### config.mk
export PLATFORM = sky130hd
export DESIGN_NAME = countdown_timer_bcd
export DESIGN_NICKNAME = d
export VERILOG_FILES = /design/src/rtl/timer_pkg.sv /design/src/rtl/bcd_digit_down.sv /design/src/rtl/countdown_timer_bcd.sv
export SDC_FILE = /design/constraint.sdc
export NUM_CORES = 1
export LEC_CHECK = 0
export CAP_MARGIN = 20
export CORE_ASPECT_RATIO = 1.2
export CORE_MARGIN = 2
export CORE_UTILIZATION = 35
export DETAILED_ROUTE_END_ITERATION = 7
export PLACE_DENSITY_LB_ADDON = 0.05
export SLEW_MARGIN = 20
export SYNTH_ARGS = -nofsm -noshare
export SYNTH_HDL_FRONTEND = slang
export SYNTH_HIERARCHICAL = 1
export SYNTH_SLANG_ARGS = --single-unit
### constraint.sdc
create_clock -name clk -period 3.7 [get_ports clk]
set_clock_uncertainty 0.05 [all_clocks]
set_input_delay 0.555 -clock clk [delete_from_list [all_inputs] [get_ports clk]]
set_output_delay 0.555 -clock clk [all_outputs]
set_load 0.01 [all_outputs]
### src/rtl/timer_pkg.sv
// Shared definitions for the BCD countdown timer.
//   state_t        : controller state encoding
//   DIGIT_W        : width of one BCD digit
//   DIGIT_MAX_MMSS : default per-digit maxima for an MM:SS display (59:59)
//   clamp_digit()  : limits a loaded digit to the digit's maximum
package timer_pkg;

  typedef enum logic [1:0] {
    ST_IDLE   = 2'd0,
    ST_RUN    = 2'd1,
    ST_PAUSED = 2'd2,
    ST_DONE   = 2'd3
  } state_t;

  localparam int DIGIT_W = 4;

  localparam logic [15:0] DIGIT_MAX_MMSS = 16'h5959;

  // A loaded nibble above the digit maximum is replaced by the maximum.
  function automatic logic [DIGIT_W-1:0] clamp_digit(
    input logic [DIGIT_W-1:0] value,
    input logic [DIGIT_W-1:0] max_value
  );
    logic [DIGIT_W-1:0] result;
    if (value > max_value) begin
      result = max_value;
    end else begin
      result = value;
    end
    return result;
  endfunction

endpackage

### src/rtl/bcd_digit_down.sv
// One down-counting digit of the countdown chain.
//   clk        : system clock, rising edge
//   clear      : asynchronous active-low reset (digit -> 0)
//   max_val    : largest value of this digit (modulus - 1)
//   load_en    : parallel load strobe (active high, already decoded)
//   load_val   : value to load, clamped to max_val
//   dec_en     : chain-wide decrement enable for this cycle
//   borrow_in  : borrow from the less significant digit (1 for digit 0)
//   digit      : current digit value, registered
//   borrow_out : this digit wraps from 0 to max_val and borrows upward
//   is_zero    : digit currently reads 0
module bcd_digit_down
  import timer_pkg::*;
(
  input  logic               clk,
  input  logic               clear,
  input  logic [DIGIT_W-1:0] max_val,
  input  logic               load_en,
  input  logic [DIGIT_W-1:0] load_val,
  input  logic               dec_en,
  input  logic               borrow_in,
  output logic [DIGIT_W-1:0] digit,
  output logic               borrow_out,
  output logic               is_zero
);

  // Zero detect and borrow propagation; purely combinational so the whole
  // chain settles within one cycle.
  always_comb begin
    is_zero    = (digit == 4'd0);
    borrow_out = borrow_in & is_zero;
  end

  // Digit register: load has priority over decrement.
  always_ff @(posedge clk or negedge clear) begin
    if (!clear) begin
      digit <= 4'd0;
    end else if (load_en) begin
      digit <= clamp_digit(load_val, max_val);
    end else if (dec_en && borrow_in) begin
      if (is_zero) begin
        digit <= max_val;
      end else begin
        digit <= digit - 4'd1;
      end
    end else begin
      digit <= digit;
    end
  end

endmodule

### src/rtl/countdown_timer_bcd.sv
// Multi-digit BCD countdown timer with IDLE/RUN/PAUSED/DONE controller.
// Decrements once per tick while running and holds at zero.
//   clk   : system clock, rising edge
//   clear : asynchronous active-low reset
//   tick  : one-cycle count-enable strobe (1 Hz)
//   data  : parallel load value, one BCD digit per nibble
//   load  : synchronous active-low parallel load (highest priority)
//   run   : start / resume request
//   stop  : active-low pause
//   count : current value, registered
//   tc    : count == 0 (combinational from count)
//   busy  : registered, high in RUN or PAUSED
//   done  : registered, one-cycle pulse when the count reaches zero
module countdown_timer_bcd
  import timer_pkg::*;
#(
  parameter int                          NUM_DIGITS = 4,
  parameter logic [DIGIT_W*NUM_DIGITS-1:0] DIGIT_MAX  = DIGIT_MAX_MMSS
) (
  input  logic                          clk,
  input  logic                          clear,
  input  logic                          tick,
  input  logic [DIGIT_W*NUM_DIGITS-1:0] data,
  input  logic                          load,
  input  logic                          run,
  input  logic                          stop,
  output logic [DIGIT_W*NUM_DIGITS-1:0] count,
  output logic                          tc,
  output logic                          busy,
  output logic                          done
);

  state_t                state_r;
  state_t                state_nxt_s;
  logic                  dec_en_s;
  logic                  count_one_s;
  logic [NUM_DIGITS:0]   borrow_s;
  logic [NUM_DIGITS-1:0] is_zero_s;

  assign borrow_s[0] = 1'b1;

  genvar gi;
  generate
    for (gi = 0; gi < NUM_DIGITS; gi++) begin : g_digit
      bcd_digit_down u_digit (
        .clk        (clk),
        .clear      (clear),
        .max_val    (DIGIT_MAX[DIGIT_W*gi +: DIGIT_W]),
        .load_en    (~load),
        .load_val   (data[DIGIT_W*gi +: DIGIT_W]),
        .dec_en     (dec_en_s),
        .borrow_in  (borrow_s[gi]),
        .digit      (count[DIGIT_W*gi +: DIGIT_W]),
        .borrow_out (borrow_s[gi+1]),
        .is_zero    (is_zero_s[gi])
      );
    end
  endgenerate

  // Terminal count and "one step from zero": a decrement reaches zero only
  // when digit 0 is 1 and every higher digit is already 0.
  always_comb begin
    tc          = &is_zero_s;
    count_one_s = (count[DIGIT_W-1:0] == 4'd1);
    for (int i = 1; i < NUM_DIGITS; i++) begin
      count_one_s = count_one_s & is_zero_s[i];
    end
  end

  // Controller next state and decrement enable; priority load > stop > run > tick.
  // Decrement is also gated by tc so a forced tick at zero cannot wrap.
  always_comb begin
    state_nxt_s = state_r;
    dec_en_s    = 1'b0;
    if (!load) begin
      state_nxt_s = ST_IDLE;
    end else begin
      case (state_r)
        ST_IDLE: begin
          if (run && !tc) begin
            state_nxt_s = ST_RUN;
          end else begin
            state_nxt_s = ST_IDLE;
          end
        end
        ST_RUN: begin
          if (!stop) begin
            state_nxt_s = ST_PAUSED;
          end else if (tick && !tc) begin
            dec_en_s = 1'b1;
            if (count_one_s) begin
              state_nxt_s = ST_DONE;
            end else begin
              state_nxt_s = ST_RUN;
            end
          end else begin
            state_nxt_s = ST_RUN;
          end
        end
        ST_PAUSED: begin
          if (stop && run) begin
            state_nxt_s = ST_RUN;
          end else begin
            state_nxt_s = ST_PAUSED;
          end
        end
        ST_DONE: begin
          state_nxt_s = ST_IDLE;
        end
        default: begin
          state_nxt_s = ST_IDLE;
        end
      endcase
    end
  end

  // State register.
  always_ff @(posedge clk or negedge clear) begin
    if (!clear) begin
      state_r <= ST_IDLE;
    end else begin
      state_r <= state_nxt_s;
    end
  end

  // busy/done are decoded from the next state so they line up with it.
  always_ff @(posedge clk or negedge clear) begin
    if (!clear) begin
      busy <= 1'b0;
      done <= 1'b0;
    end else begin
      busy <= (state_nxt_s == ST_RUN) || (state_nxt_s == ST_PAUSED);
      done <= (state_nxt_s == ST_DONE);
    end
  end

endmodule

==> results of run 1 <==
metal layers:
| metal | wire length (microns) | part of all wire | track usage |
|---|---|---|---|
| met5 | 0 | 0 | 0 |
| met4 | 38 | 0.0080 | 0.0354 |
| met3 | 126 | 0.026 | 0.0209 |
| met2 | 2200 | 0.46 | 0.278 |
| met1 | 2400 | 0.50 | 0.213 |
state kept, by name, indices dropped and copies added (netlist names):
name	flops
g_digit.u_digit/digit	16
state_r	2
busy	1
done	1
metrics by stage:
step / setup WS (ns) / power, mW
2_1_floorplan: 1.03 / 0.469
3_3_place_gp: 1.01 / 0.602
3_5_place_dp: 0.936 / 0.604
4_1_cts: 0.621 / 0.775
5_1_grt: 0.361 / 0.829
6_report: 0.623 / 0.773
power by group through the flow:
stage | Combinational, mW | Clock, mW | Sequential, mW
finish | 0.310 | 0.173 | 0.290
floorplan | 0.170 | 0 | 0.299
detailed placement | 0.309 | 0 | 0.295
global placement | 0.308 | 0 | 0.294
global route | 0.350 | 0.182 | 0.297
CTS | 0.311 | 0.173 | 0.291
worst max-delay path by stage:
stage | startpoint | to | slack (ns) | cells past startpoint
final | g_digit[1].u_digit/digit[0]$_DFFE_PN0P_ | tc | 0.62 | 6
after global routing | g_digit[1].u_digit/digit[0]$_DFFE_PN0P_ | tc | 0.36 | 6
after CTS | g_digit[1].u_digit/digit[0]$_DFFE_PN0P_ | tc | 0.62 | 6
after detailed placement | g_digit[1].u_digit/digit[0]$_DFFE_PN0P_ | g_digit[3].u_digit/digit[3]$_DFFE_PN0P_ | 0.94 | 9
after global placement | g_digit[0].u_digit/digit[0]$_DFFE_PN0P_ | g_digit[3].u_digit/digit[3]$_DFFE_PN0P_ | 1.01 | 11
after floorplan | g_digit[0].u_digit/digit[0]$_DFFE_PN0P_ | g_digit[3].u_digit/digit[3]$_DFFE_PN0P_ | 1.03 | 10
cell usage in the layout, fill, tap and decap left out, types with 4 or more instances in the layout:
cell / n
nor3b_1: 5
nand4_1: 6
a211oi_2: 4
or3_1: 4
ha_1: 21
a21oi_1: 15
a221o_1: 4
nand3_1: 12
o21ai_0: 20
a211o_1: 8
nor4_1: 4
clkdlybuf4s50_1: 40
a211oi_1: 4
clkbuf_8: 4
a2bb2oi_1: 4
inv_1: 35
conb_1: 52
dfrtp_1: 20
nand2_1: 12
or4b_2: 4
nor2_1: 12
buf_4: 5
o21a_1: 8
a32oi_1: 4
mux2i_1: 4
nand2b_1: 5
a31oi_1: 8
nor3_1: 13
and2_1: 7
cell type report:
cell class	count	share of cell area
multi-input cells	246	0.562
flip-flops and latches	20	0.182
repair buffers	45	0.159
inverters	35	0.0477
well taps	64	0.0291
clock buffers	4	0.0200
tightest hold or removal path, stage by stage, from the launching register on:
cell,delay (ns)
dfrtp_1,0.41
nand3b_1,0.09
a21oi_1,0.08
==> reports/qor.yml, run 1 <==
outcome:
  run_status: "completed"
floorplanning:
  dieWidth_microns: 72.8
  boundaryPins: 41
  die_area_sq_um: 6310
  rows: 30
  die_y_microns: 86.6
  fp.coreArea_sq_um: 5590
  initial_utilization: 0.356
clock_network:
  cts-buffers-inserted: 3
  cts.repair.resized: 0
  ctsHoldBuffers: 0
  cts.sinks: 20
  clock_tree.buffer_depth: 2
  tritoncts: "yes"
  htreeDepth: 1
  insertion_delay_ns: 0.26
  cts_root_buffer: "clkbuf_8"
  clk_pin_slew_worst_paths_ns: 0.08
  cts_setup_buffers: 0
critical_path:
  r2r_cells: 9
  path_max_fanout: 6
  worstPathRequired_ns: 3.09
  max_stage_delay_ns: 0.57
  worst_path_dominant_cell_family: "simple AND/OR/NAND/NOR gates"
  timing.critical_path.from_type: "flop"
  rr_startpoint: "g_digit[1].u_digit/digit[0]$_DFFE_PN0P_"
  r2r_end: "g_digit[3].u_digit/digit[3]$_DFFE_PN0P_"
  worstSetupPathType: "reg -> out"
  critical-path-slowest-cell: "nor3b_1"
  setup.worst_path.end_class: "output pin"
  critPathArrivalTime_ns: 2.47
  critPathBufInv: 3
  reg2reg_setup_slack_ns: 0.94
  critical_path.cell_chain: "inv_1 -> ha_1 -> nor3b_1 -> nand4_1 -> inv_1 -> clkdlybuf4s50_1"
  cp_common_cell: "inv_1"
final_layout:
  n_antenna_cell: 0
  design.final.nets: 394
  fill_cells: 580
  area_of_combinational_cells_with_multiple_inputs_sq_um: 1550
  final_layout_size_suffix_gt1_frac: 0.0514
  share_of_the_core_filled_with_cells: 0.492
  postLayoutCellArea_sq_um: 2750
  layoutNonFillerInstCount: 414
  areaGrowthSynthToFinish_pct: 38.2
  sequential_cell_area_sq_um: 500
drt:
  detailroute.via_count: 2064
  routed_wl_microns: 4770
  routed_via_density: 4.99
  number_of_nets_still_failing_antenna_checks_after_routing: 0
  detail_route.iter0.violations: 66
  drcViolationCount: 0
  avgRoutedWirePerCell_microns: 11.5
  drt-pass1-iter-count: 4
synth:
  avg_inst_size_synth_sq_um: 7.93
  syn-instance-count: 251
  yosys_warnings: 6
  synth_area_sq_um: 1990
hold_path:
  min_path_type: "reg -> reg"
  holdCritStartpoint: "state_r[0]$_DFF_PN0_"
  worst_hold_path.num_cells: 2
  whs_endpoint: "state_r[0]$_DFF_PN0_"
power:
  p_int_mw: 0.506
  power.density_nw_per_um2: 281
  power_switching_mw: 0.267
  cellLeakagePower_nw: 1.24
  share_clk_of_total_power: 0.223
  share_comb_of_total_power: 0.401
  share_seq_of_total_power: 0.375
  vdd_ir_drop_max_mv: 0.137
  power.switching_fraction: 0.346
timing:
  grt_setup_unrepaired: "no"
  fmax_ghz: 0.325
  slew_viol_final: 0
  hold-worst-slack_ns: 0.579
  timing.setup.tns_ns: 0
  setup_viol_count_final: 0
  final.period_utilization: 0.832
  slew_headroom: 0.378
  finalHoldViolCount: 0
  layout_min_cycle_time_ns: 3.08
  worstMarginPinSlew_ns: 0.930
placement:
  dpl.cell_count: 410
  gpl.final_weighted_congestion: 0.775
  place_area_sq_um: 2700
  number_of_buffers_added_on_ports: 40
  detailed_place_hpwl_microns: 3840
global_route:
  grt_start_max_net_pins: 21
  total_grt_usage: 0.161
  global_route.overflow_total: 0
  first_pass_grt_wire_length_microns: 8290
  grt_antenna_before_repair: 0
  vias_in_the_first_global_route: 1938
flow_run:
  timing.max_cap.violations: 0
Power figures use the tool's default switching activity.
==> inputs of run 2 (changes only) <==
clock period = 2.6 ns   (was 3.7 ns; I/O delays follow)
==> run 2 against run 1 <==
Effect of this change: combinational power is 55% higher; design area is 5.0% higher; largest power group unchanged; sequential cell count stayed put; critical path depth is 1 higher; utilization is 2.5 points higher; setup slack worse by 0.49 ns; die area stayed put; worst hold slack worse by 0.16 ns.
==> reports/qor.yml, run 2 (same netlist as run 1, synthesis figures left out) <==
outcome:
  run_status: "completed"  # unchanged
floorplanning:
  die_area_sq_um: 6310  # unchanged
  rows: 30  # unchanged
  die_y_microns: 86.6  # unchanged
  fp.coreArea_sq_um: 5590  # unchanged
  dieWidth_microns: 72.8  # unchanged
  initial_utilization: 0.356  # unchanged
  boundaryPins: 41  # unchanged
final_layout:
  largest_registers: "g_digit.u_digit/digit: 16 flops, state_r: 2 flops"  # unchanged
  layoutNonFillerInstCount: 425  # was 414
  max_flop_register: "g_digit.u_digit/digit"  # unchanged
  share_of_the_core_filled_with_cells: 0.517  # was 0.492
  largest_register_ff_count: 16  # unchanged
  design.final.nets: 405  # was 394
  final_layout_size_suffix_gt1_frac: 0.0942  # was 0.0514
  top_library_cells_by_usage_in_the_layout_fill_and_taps_aside: "conb_1, clkdlybuf4s50_1, inv_1"  # unchanged
  n_antenna_cell: 0  # unchanged
  areaGrowthSynthToFinish_pct: 45.1  # was 38.2%
  most_common_cell_after_layout_fill_and_taps_aside: "conb_1"  # unchanged
timing:
  slew_headroom: 0.618  # was 0.378
  finalHoldViolCount: 0  # unchanged
  slew_viol_final: 0  # unchanged
  fmax_ghz: 0.405
  final.period_utilization: 0.951
  layout_min_cycle_time_ns: 2.47
  setup_viol_count_final: 0  # unchanged
  timing.setup.tns_ns: 0  # unchanged
  grt_setup_unrepaired: "no"  # unchanged
  worstMarginPinSlew_ns: 0.567  # was 0.930 ns
critical_path:
  worst_path_dominant_cell_family: "buffers and inverters"  # was simple AND/OR/NAND/NOR gates
  r2r_end: "g_digit[2].u_digit/digit[3]$_DFFE_PN0P_"  # was g_digit[3].u_digit/digit[3]$_DFFE_PN0P_
  max_stage_delay_ns: 0.53  # was 0.57 ns
  critical-path-slowest-cell: "clkdlybuf4s50_1"  # was nor3b_1
  reg2reg_setup_slack_ns: 0.17  # was 0.94 ns
  cp-startpoint: "g_digit[1].u_digit/digit[0]$_DFFE_PN0P_"  # unchanged
  worstSetupPathType: "reg -> out"  # unchanged
  path_max_fanout: 6  # unchanged
  r2r_cells: 10  # was 9
  setup.worst_path.end_class: "output pin"  # unchanged
  cp_common_cell: "inv_1"  # unchanged
  worstPathRequired_ns: 2.16  # was 3.09 ns
  timing.critical_path.from_type: "flop"  # unchanged
  rr_startpoint: "g_digit[1].u_digit/digit[1]$_DFFE_PN0P_"  # was g_digit[1].u_digit/digit[0]$_DFFE_PN0P_
  critPathBufInv: 4  # was 3
  critPathArrivalTime_ns: 2.03  # was 2.47 ns
  critical_path.cell_chain: "inv_1 -> ha_1 -> nor3b_2 -> buf_4 -> nand4_1 -> inv_1 -> clkdlybuf4s50_1"  # was inv_1 -> ha_1 -> nor3b_1 -> nand4_1 -> inv_1 -> clkdlybuf4s50_1
global_route:
  global_route.overflow_total: 0  # unchanged
  vias_in_the_first_global_route: 1946  # was 1,938
  grt_busiest_layer: "met2"  # unchanged
  grt_start_max_net_pins: 21  # unchanged
  grtUsageMet2: 0.279  # was 0.278
  grt_antenna_before_repair: 0  # unchanged
  first_pass_grt_wire_length_microns: 8600  # was 8290 microns
  grt_use_met3: 0.0174  # was 0.0209
  total_grt_usage: 0.167  # was 0.161
  globalRouteMet1Util: 0.234  # was 0.213
drt:
  routed_via_density: 4.92  # was 4.99
  number_of_nets_still_failing_antenna_checks_after_routing: 0  # unchanged
  drt-pass1-iter-count: 4  # unchanged
  avgRoutedWirePerCell_microns: 11.6  # was 11.5 microns
  detail_route.iter0.violations: 65  # was 66
  detailroute.via_count: 2093  # was 2,064
  routed_wl_microns: 4950  # was 4770 microns
  drcViolationCount: 0  # unchanged
placement:
  gpl.final_weighted_congestion: 0.783  # was 0.775
  dpl.cell_count: 420  # was 410
  detailed_place_hpwl_microns: 4040  # was 3840 microns
  number_of_buffers_added_on_ports: 40  # unchanged
clock_network:
  clock_tree.buffer_depth: 2  # unchanged
  cts.sinks: 20  # unchanged
  insertion_delay_ns: 0.26  # about the same
  ctsHoldBuffers: 0  # unchanged
  cts-buffers-inserted: 3  # unchanged
  tritoncts: "yes"  # unchanged
  clk_pin_slew_worst_paths_ns: 0.09  # was 0.08 ns
  cts_root_buffer: "clkbuf_8"  # unchanged
  htreeDepth: 1  # unchanged
power:
  cellLeakagePower_nw: 1.31  # was 1.24 nW
  power.density_nw_per_um2: 422  # was 281 nW/um^2
  vdd_ir_drop_max_mv: 0.218  # was 0.137 mV
  total_power_mw: 1.22  # was 0.773 mW
hold_path:
  min_path_type: "in -> async"  # was reg -> reg
flow_run:
  timing.max_cap.violations: 0  # unchanged
run 2: changes by cell type in the layout (fill, tap and decap cells not counted), sizes merged:
| cell | before | now |
|---|---|---|
| buf | 5 | 16 |
| clkbuf | 4 | 3 |
| bufinv | 0 | 1 |
run 2: metal layers:
metal | routed length [microns] | up-vias
met5 | 0 | -
met4 | 38 | 0
met3 | 108 | 2
li1 | - | 1116
met1 | 2460 | 945
met2 | 2340 | 30
run 2: repair_timing:
item,in CTS,in global routing
setup buffers,0,1
setup endpoints to repair,1,5
resized for setup,1,6
run 2: how the worst max path moves through the flow:
stage,end,slack [ns],depth (start not counted)
6_report,tc,0.13,7
5_1_grt,tc,0.002,7
4_1_cts,tc,0.03,6
3_5_place_dp,g_digit[2].u_digit/digit[3]$_DFFE_PN0P_,0.13,7
3_3_place_gp,g_digit[2].u_digit/digit[3]$_DFFE_PN0P_,0.14,7
2_1_floorplan,g_digit[3].u_digit/digit[3]$_DFFE_PN0P_,0.12,9
run 2: power breakdown:
group          switching, mW  internal, mW  leakage [nW]
combinational          0.227         0.255          1.04
sequential            0.0578         0.354         0.234
clock                  0.119         0.206        0.0357
total                  0.403         0.815          1.31
run 2: per-stage QoR:
step                hold WS, ns  setup slack (ns)  area (sq um)
detailed placement        0.574             0.126          2780
CTS                       0.428            0.0301          2850
floorplan                0.0444             0.117          2180
global route              0.447           0.00165          2890
finish                    0.417             0.128          2890
global placement          0.555             0.137          2780
run 2: area by class of cell:
| cell class | instances | area (sq um) |
|---|---|---|
| Fill cell | 557 | 2700 |
| Inverter | 35 | 131 |
| Sequential cell | 20 | 500 |
| Timing Repair Buffer | 56 | 520 |
| Tap cell | 64 | 80.1 |
| Multi-Input combinational cell | 246 | 1590 |
| Clock buffer | 3 | 41.3 |
| Clock inverter | 1 | 30.0 |
==> patch 1, RTL diff (config.mk and constraints of run 2) <==
The parameter `NUM_DIGITS` goes from 4 to 5.
--- a/src/rtl/countdown_timer_bcd.sv
+++ b/src/rtl/countdown_timer_bcd.sv
@@ -15,5 +15,5 @@
   import timer_pkg::*;
 #(
-  parameter int                          NUM_DIGITS = 4,
+  parameter int                          NUM_DIGITS = 5,
   parameter logic [DIGIT_W*NUM_DIGITS-1:0] DIGIT_MAX  = DIGIT_MAX_MMSS
 ) (
Interface: changed (resized count and data); port bits go from 41 to 49. The function was not compared with the original's and may differ.
==> patch 1 against run 2 <==
Sequential cell count grew 4. Register-to-register slack is essentially flat. Synthesized cell count grew 23%. Utilization grew 1.3 points. Wire length grew 34%. Die area grew 22%. Final area grew 25%. Power grew 12%. Synthesized area grew 23%. Combinational power grew 33%. Worst setup slack gained 0.029 ns. Sequential share of layout area shrank 0.67 points.
==> patch 1: results (changes against run 2) <==
- The flow ran to the end, and the final reports show no timing, DRC or antenna violations.
- The critical path's largest stage delay is 0.44 ns (-0.09 ns).
* Sum of net half-perimeters after detailed placement: 5.35 mm (+32%)
- Post_cts resized: 5 (+4)
* Routed WL per cell: 12.2 um (+4.7%)
* Number of input and output port buffers inserted: 48 (+20%)
* Antenna diode instance count: 0 (unchanged)
* Number of antenna violations at the first check in global routing: 0 (unchanged)
- The largest net degree at the start of global routing is 25 (+19%).
- Overall via count from detail_route: 2,663 (+27%)
* Overall die area: 7670 um2 (+22%)
* Clock-pin slew reported for the worst setup and hold paths after clock tree synthesis: 0.10 ns
- Minimum setup slack among reg-to-reg paths: 0.17 ns (about the same)
- Category of the most critical setup path: register to primary output
- Reg-to-reg startpoint: g_digit[2].u_digit/digit[1]
- In this run the critical register-to-register path is captured at g_digit[1].u_digit/digit[3].
- Number of buffers between clock root and the deepest sink: 2 (unchanged)
- The maximum net fanout on the critical path is 5 (-1).
- The leakage power total is 1.62 nW (+24%).
- For the worst-skew pair, the clock arrives at the later sink with an insertion delay of 0.27 ns.
- The count of filler cells inserted in the layout is 682 (+22%).
- The ratio of cells with drive above 1 in the final layout came to 12.3% (+2.9 points).
* Post-CTS Setup Inserts: 0 (unchanged)
- Critical path data arrival time: 2.00 ns (-0.03 ns)
* Largest registers: g_digit.u_digit/digit x20, state_r x2
- Worst slack at placement: 0.0528 ns (-0.0730 ns)
- The number of DRC violations after detailed-routing iteration 0 came to 46 (-29%).
- Worst setup endpoint: tc
- Initial DRT Pass Iterations: 4 (unchanged)
- Synth warnings: 6 (unchanged)
- The number of buffers added by the clock tree synthesis step came to 3 (unchanged).
- The total routing resource utilization after global routing is 18.4% (+1.7 points).
- Hold WC Path Type: input pin to async pin
* Global-route wire length before repair: 11.5 mm (+34%)
- Master of the slowest instance on the critical path: dfrtp_1
* Post-layout nets: 509 (+26%)
- Root buffer selected by CTS: clkbuf_8
* Least-Margin Pin Slew: 0.597 ns (+0.0303 ns)
- Deepest level of the CTS H-tree: 1 (unchanged)
- Cell family with the largest share of critical-path delay: simple AND/OR/NAND/NOR gates
* Routability Congestion: 0.773 (-1.4%)
- The hold slack came to 0.429 ns (+0.0115 ns).
- Largest vdd supply drop: 0.000259 V (+19%)
* Fmax: 0.409 GHz (+1.2%)
[patch 1: through the flow]
stage | instance area (um2) | instances
floorplan | 2700 | 371
global placement | 3530 | 538
detailed placement | 3530 | 538
CTS | 3590 | 541
global route | 3610 | 542
finish | 3610 | 542
[patch 1: area by class of cell]
type                       instances  area [um2]  share of cell area (%)
sequential                        24         601                    16.7
tap                               87         109                    3.02
timing repair buffer              80         719                    20.0
inverter                          41         154                    4.27
multi-input combinational        307        1980                    55.0
clock buffer                       3        41.3                    1.15
[patch 1: power breakdown]
group          switching (mW)  leakage [nW]  total, mW  internal [mW]
registers              0.0596         0.279      0.486          0.426
clock network           0.129        0.0216      0.233          0.104
logic                   0.305          1.32      0.643          0.338
[patch 1: routing by layer]
layer | global-route usage [%] | up-vias | share of wire (%)
met5 | 0 | - | 0
met2 | 33.8 | 33 | 51
met3 | 2.27 | 4 | 2.7
met4 | 4.38 | 0 | 0.89
li1 | - | 1396 | -
met1 | 22.7 | 1230 | 45
